**config.mk**
```make
export PLATFORM = sky130hd
export DESIGN_NAME = instr_loader
export DESIGN_NICKNAME = d
export VERILOG_FILES = /design/src/rtl/instr_loader.sv
export SDC_FILE = /design/constraint.sdc
export NUM_CORES = 1
export LEC_CHECK = 0
export BUFFER_PORTS_ARGS = -buffer_cell sky130_fd_sc_hd__buf_4
export CAP_MARGIN = 20
export CORE_AREA = 2 2 111 113
export DETAILED_ROUTE_END_ITERATION = 8
export DIE_AREA = 0 0 113 115
export PLACE_DENSITY_LB_ADDON = 0.3
export SYNTH_ARGS = -nofsm -noshare
export SYNTH_HDL_FRONTEND = slang
export SYNTH_SLANG_ARGS = --single-unit
```
**constraint.sdc**
```tcl
create_clock -name clk -period 2.75 [get_ports clk]
set_input_delay 0.1375 -clock clk [delete_from_list [all_inputs] [get_ports clk]]
set_output_delay 0.1375 -clock clk [all_outputs]
set_load 0.05 [all_outputs]
```
**src/rtl/instr_loader.sv**
```systemverilog
// instr_loader: write-side companion to the instruction ROM.
// Receives a little-endian program image over a byte valid/ready stream.
// The image is a 16-bit instruction count followed by two bytes per instruction.
// Each 9-bit instruction is written to sequential addresses starting at BASE_ADDR.
// The CPU is held in stall while a load is in progress.
module instr_loader #(
    parameter logic [15:0] BASE_ADDR = 16'h0000
) (
    input  logic        clk,
    input  logic        rst_n,
    input  logic        start_in,
    input  logic [7:0]  byte_in,
    input  logic        byte_valid_in,
    output logic        byte_ready_out,
    output logic        wr_en_out,
    output logic [15:0] wr_addr_out,
    output logic [8:0]  wr_data_out,
    output logic        cpu_hold_out,
    output logic        done_out,
    output logic        err_out
);

    typedef enum logic [2:0] {
        S_IDLE,
        S_LEN_LO,
        S_LEN_HI,
        S_INSTR_LO,
        S_INSTR_HI,
        S_WRITE,
        S_DONE,
        S_ERR
    } state_t;

    state_t      state;
    state_t      state_nxt;
    logic [15:0] len;
    logic [15:0] cnt;
    logic [7:0]  lo_byte;
    logic        xfer;
    logic        can_start;

    assign xfer      = byte_valid_in && byte_ready_out;
    assign can_start = (state == S_IDLE) || (state == S_DONE) || (state == S_ERR);

    // State register.
    always_ff @(posedge clk or negedge rst_n) begin
        if (!rst_n) begin
            state <= S_IDLE;
        end else begin
            state <= state_nxt;
        end
    end

    // Next-state logic and state-decoded outputs.
    // done/err are sticky simply because DONE and ERR are held until a restart.
    always_comb begin
        state_nxt      = state;
        byte_ready_out = 1'b0;
        wr_en_out      = 1'b0;
        cpu_hold_out   = 1'b0;
        done_out       = 1'b0;
        err_out        = 1'b0;
        case (state)
            S_IDLE: begin
                if (start_in) state_nxt = S_LEN_LO;
            end
            S_LEN_LO: begin
                byte_ready_out = 1'b1;
                cpu_hold_out   = 1'b1;
                if (byte_valid_in) state_nxt = S_LEN_HI;
            end
            S_LEN_HI: begin
                byte_ready_out = 1'b1;
                cpu_hold_out   = 1'b1;
                if (byte_valid_in) begin
                    if ({byte_in, len[7:0]} == 16'd0) state_nxt = S_DONE;
                    else                              state_nxt = S_INSTR_LO;
                end
            end
            S_INSTR_LO: begin
                byte_ready_out = 1'b1;
                cpu_hold_out   = 1'b1;
                if (byte_valid_in) state_nxt = S_INSTR_HI;
            end
            S_INSTR_HI: begin
                byte_ready_out = 1'b1;
                cpu_hold_out   = 1'b1;
                if (byte_valid_in) begin
                    if (byte_in[7:1] != 7'd0) state_nxt = S_ERR;
                    else                      state_nxt = S_WRITE;
                end
            end
            S_WRITE: begin
                wr_en_out    = 1'b1;
                cpu_hold_out = 1'b1;
                if (cnt == len - 16'd1) state_nxt = S_DONE;
                else                    state_nxt = S_INSTR_LO;
            end
            S_DONE: begin
                done_out = 1'b1;
                if (start_in) state_nxt = S_LEN_LO;
            end
            S_ERR: begin
                err_out = 1'b1;
                if (start_in) state_nxt = S_LEN_LO;
            end
            default: state_nxt = S_IDLE;
        endcase
    end

    // Datapath: length, counter, low-byte holding and registered write port.
    // Address and data are captured on the INSTR_HI transfer so they are
    // already registered when WRITE drives the strobe.
    always_ff @(posedge clk or negedge rst_n) begin
        if (!rst_n) begin
            len         <= '0;
            cnt         <= '0;
            lo_byte     <= '0;
            wr_addr_out <= '0;
            wr_data_out <= '0;
        end else begin
            if (can_start && start_in) begin
                cnt <= '0;
            end
            if (xfer && (state == S_LEN_LO)) begin
                len[7:0] <= byte_in;
            end
            if (xfer && (state == S_LEN_HI)) begin
                len[15:8] <= byte_in;
            end
            if (xfer && (state == S_INSTR_LO)) begin
                lo_byte <= byte_in;
            end
            if (xfer && (state == S_INSTR_HI) && (byte_in[7:1] == 7'd0)) begin
                wr_addr_out <= BASE_ADDR + cnt;
                wr_data_out <= {byte_in[0], lo_byte};
            end
            if (state == S_WRITE) begin
                cnt <= cnt + 16'd1;
            end
        end
    end

endmodule

```
Yosys cells after proc, flatten, opt, wreduce, memory -nomap -nowiden
Index checks and enable logic that the tools add are counted.

word-level totals
  register bits = 68
  bits of input ports = 12
  output and inout bits = 30
  word-level logic and storage cells = 56

operators by class
  add/sub/neg operators = 2
  eq/ne operators = 13
  mux-type cells = 16
  reductions and logical operators = 18

operators by type and width
  operator                                              number
  2-to-1 mux 16 bit                                     2
  2-to-1 mux 3 bit                                      7
  one-hot mux 3 bit (6 select lines)                    1
  adder 16 x 1 -> 16 bit (second input constant)        1
  equality test 16 bit                                  1
  zero test 16 bit                                      1
  subtractor 16 x 1 -> 16 bit (second input constant)   1
  equality test 3 bit (second input constant)           4
  != test 2 bit (second input constant)                 4
  logical AND 1 bit                                     7
  zero test 7 bit                                       1
  nonzero test 7 bit                                    1
  equality test 3 x 2 -> 1 bit (second input constant)  2
  2-to-1 mux 1 bit                                      5
  AND reduction 5 bit                                   1
  OR reduction 5 bit                                    1
  OR reduction 4 bit                                    1
  equality test 3 x 1 -> 1 bit (second input constant)  1
  zero test 3 bit                                       1
  OR reduction 3 bit                                    1
  logical OR 1 bit                                      2
  2-to-1 mux 2 bit                                      1
  != test 2 x 1 -> 1 bit (second input constant)        1
  nonzero test 2 bit                                    1

Longest topological paths before layout
  depth in word-level cells = 6
  mapped depth = 8

Worst setup path before layout
Ideal clock, no wire load.

  path kind = register to register
  start point = reg len[0]
  end point = reg state[2]
  arrival time = 1.933 ns
  data required time = 2.684 ns
  slack = 0.752 ns
  stages on the path, launching flop included = 9
  buffers on the path = 0
  period minus slack after synthesis = 1.998 ns
  cell sequence = dfrtp_1 > inv_1 > ha_1 > nor4b_2 > nand4_1 > xnor2_1 > o211ai_1 > nor4_2 > a31o_1

between the ends
  word-level cells in the longest chain between the ends = 4
  elaborated cells between the ends (all ways) = 7
  classes of those cells = add/sub: 1; eq/ne: 1; mux: 4; reduce/logical: 1

ends and longest elaborated chain
  item                                                             RTL line  source
  start, declared                                                  36        logic [15:0] len;
  start signal, assigned                                           126       len[7:0] <= byte_in;
  subtractor 16 x 1 -> 16 bit or zero test 16 bit (tied branches)  96, 76
  equality test 16 bit or 2-to-1 mux 3 bit (tied branches)         96, 76
  2-to-1 mux 3 bit (on tied branches)                              96, 75
  one-hot mux 3 bit (6 select lines) (*)                           63        case (state)
  end signal, assigned                                             50        state <= state_nxt;
  end, declared                                                    34        state_t state;

Mark *: on every way between the ends. The rest lies on a longest branch, timed or not. The select of a mux whose other input is x is not followed.
A chain may end at the register's enable or synchronous reset.

Worst setup path in the final report
Ends and elaborated chain as after synthesis.

==> summary.txt <==
Logic synthesis
  • Ys async rst share: 100.0%
  • Syn nets: 333
  • Synthesized area: 3472 sq um
  • EDFF count, synth: 0
  • Top_reg_cell synth: dfrtp_1
  • Synth Area per Inst: 10.88 sq um
  • Sequential-to-total area share from yosys stat: 49.01%
  • Cell count after synthesis: 319
  • Syn. warnings: 0
  • Synth Register Bits: 68
  • Post-synth cell types: 55

Drt
  • DR pass1 iterations: 6
  • Vias post-DR: 2,557
  • Metal-1 WL: ~3.8 mm
  • Highest Signal Layer: met4
  • DR WL met2: 3.511 mm
  • Final wirelength: between 7 and 8 mm
  • Post-DRT Antenna Nets: 0
  • DR iter-0 viols: about 120
  • Vias per Instance: between 4 and 5
  • DRC: 5
  • Routed wl met3: 303 um
  • Wire per inst: 14.95 um

STA
  • Worst clock skew: 0.006255 ns
  • Slew HR: between 40 and 50%
  • Worst-Margin Slew: 0.8509 ns
  • Max Slew Vio Count: 0
  • Final WS setup: 0.3835 ns
  • Fin crit period: 2.366 ns
  • Setup violations, final: 0
  • Fin Setup TNS: 0 ns
  • RSZ-0062 raised after global routing: no
  • Crit share post-route: 86.05%
  • Fmax: 422.6 MHz
  • Endpoints failing hold: 0

Critical path
  • CP max stage cell: dfrtp_1
  • Critical path cell sequence: inv_1 -> ha_1 -> nor4b_2 -> nand4_1 -> xnor2_1 -> o211ai_1 -> nor4_2 -> a31o_1
  • Max incr delay on CP: roughly 0.44 ns
  • WP data arrival: between 2 and 3 ns
  • Top cell family by delay on the critical path: simple AND/OR/NAND/NOR gates
  • Kind of critical path: reg -> reg
  • Critical Path RT: 3.01 ns
  • CP Launch Type: register
  • CP bufs+invs: 1
  • R2R setup slack: 0.38 ns
  • Crit. End Element: register
  • Worst Path Max Fanout: 7

GRT
  • Gr usage total: about 13%
  • Initial antenna violation count: 0
  • Global-route wire length before repair: 13.42 mm
  • Grt ovf: 0
  • Vias in the first global route: 2,565
  • Largest net degree at the start of global routing: 69

Outcome
  • Failing checks: DRC
  • Status: finished, violations left

Layout
  • Final #Nets: between 300 and 400
  • Share of cells above drive strength 1: 31.27%
  • ANT cells: 0
  • Area grow syn2layout: 21.77%

Clock tree
  • TritonCTS buffer count: 9
  • Root Driver: clkbuf_16
  • Hold_buf cts: 1
  • Reg clk slew, reported paths: ~0.050 ns
  • CTS tree: built
  • Setup repair bufs after CTS: 0
  • Sink Count: just under 70
  • PostCTS Resize Cnt: 0
  • Clock Tree Buf Depth: 2
  • H-Tree Level Count: 3
  • Worst skew pair latency: 0.32 ns

Placement
  • Worst slack, placed: roughly 0.39 ns
  • Final Wtd Congestion: 0.8217
  • Final HPWL DP: 5.630 mm
  • IO Port Bufs: 41

Floorplan
  • Core ar.: between 10,000 and 15,000 sq um
  • Die width: 113 um
  • Full die area: 13,000 sq um
  • Row count: 40
  • Die height: 115 um
  • Initial core utilization: around 29%
  • Io pins: 42

Min path
  • Hold crit path type: in -> reg

Power and ir drop
  • Power Dens Cells: between 900 and 1000 nW/um^2
  • Worst-case vdd ir drop: 0.4166 mV
  • P_leak: 1.899 nW

Flow run
  • Max-cap violations: 0
[layout by cell type, fill, tap and decap left out, drive strengths merged, types with 5 or more instances in the layout]
master	count
nand3	19
nand2	27
inv	9
mux2	44
a21oi	8
xnor2	14
clkbuf	11
dfrtp	68
o21ai	21
buf	47
nor2	16
nor4	6
nand4	7
nand2b	5
nor3	8
xor2	5
[state kept, by name, indices dropped and copies added (netlist names)]
signal,count
cnt,16
wr_data_out,9
len,16
state,3
wr_addr_out,16
lo_byte,8
[final timing paths]
path	start	cells past startpoint	end
max	len[0]	8	state[2]
min	byte_in[7]	3	len[7]
max reg2reg	len[0]	8	state[2]
min reg2reg	wr_addr_out[7]	2	wr_addr_out[7]
max in group asynchronous	rst_n	2	len[13]
min in group asynchronous	rst_n	2	wr_addr_out[3]
[cell families after synthesis]
kind of cell	after synthesis	share of synthesized area (%)
adder cells (fa/ha/maj)	2	0.7206
XOR/XNOR	19	4.793
multiplexers	48	15.64
buffers and inverters	21	3.171
AO/OA/AOI/OAI	51	9.478
AND/OR/NAND/NOR	110	17.19
flip-flops	68	49.01
[power by group]
group | internal [mW] | switching, mW | total, mW
combinational | 0.611 | 0.694 | 1.30
sequential | 1.24 | 0.361 | 1.60
clock | 0.697 | 0.405 | 1.10
[synth_stat cells (all sizes together) (2+ instances only)]
cell type	n	area, sq um
or2b	2	16.27
and3	4	27.52
o21ai	21	105.1
xnor2	14	122.6
nor2	16	60.06
a31oi	3	18.77
inv	9	33.78
a21oi	8	40.04
and4	2	17.52
nor2b	3	18.77
nand2	27	101.4
ha	2	25.02
nand4	7	43.79
and2	2	12.51
o31ai	2	15.01
dfrtp	68	1702
xor2	5	43.79
a311oi	2	17.52
buf	5	38.78
nand2b	5	31.28
nand3	19	95.09
nor4	6	56.31
mux2i	4	40.04
nand3b	3	22.52
mux2	44	503.0
clkbuf	7	37.53
a21boi	2	15.01
nor3	8	40.04
o211ai	2	15.01
[metal layers]
metal,up-vias,track usage [%]
met1,1239,17.97
met5,-,0
met4,0,4.715
li1,1257,-
met3,11,2.899
met2,50,19.96
[worst register-to-register path: stages (launching register included)]
cell	delay (ns)
dfrtp_1	0.44
inv_1	0.11
ha_1	0.28
nor4b_2	0.41
nand4_1	0.16
xnor2_1	0.20
o211ai_1	0.14
nor4_2	0.37
a31o_1	0.20
[per-stage QoR]
stage	instances	util (%)	cell area (sq um)	hold slack, ns	power [mW]
3_3_place_gp	501	33.29	3933	0.3045	2.875
3_5_place_dp	501	33.29	3933	0.3048	2.916
6_report	518	35.79	4228	0.06235	4.004
4_1_cts	518	35.79	4228	0.04992	4.047
2_1_floorplan	319	-	3472	-0.1581	2.557
5_1_grt	518	35.79	4228	0.07370	4.303
[layout make-up]
| cell class | instances | area, sq um |
|---|---|---|
| inverters | 9 | 33.78 |
| clock inverters | 5 | 52.55 |
| flip-flops and latches | 68 | 1702 |
| repair buffers | 48 | 362.8 |
| well taps | 147 | 183.9 |
| clock buffers | 11 | 232.7 |
| multi-input cells | 230 | 1660 |
| fillers | 1192 | 7584 |
No activity file was read; power rests on OpenSTA's default activity.
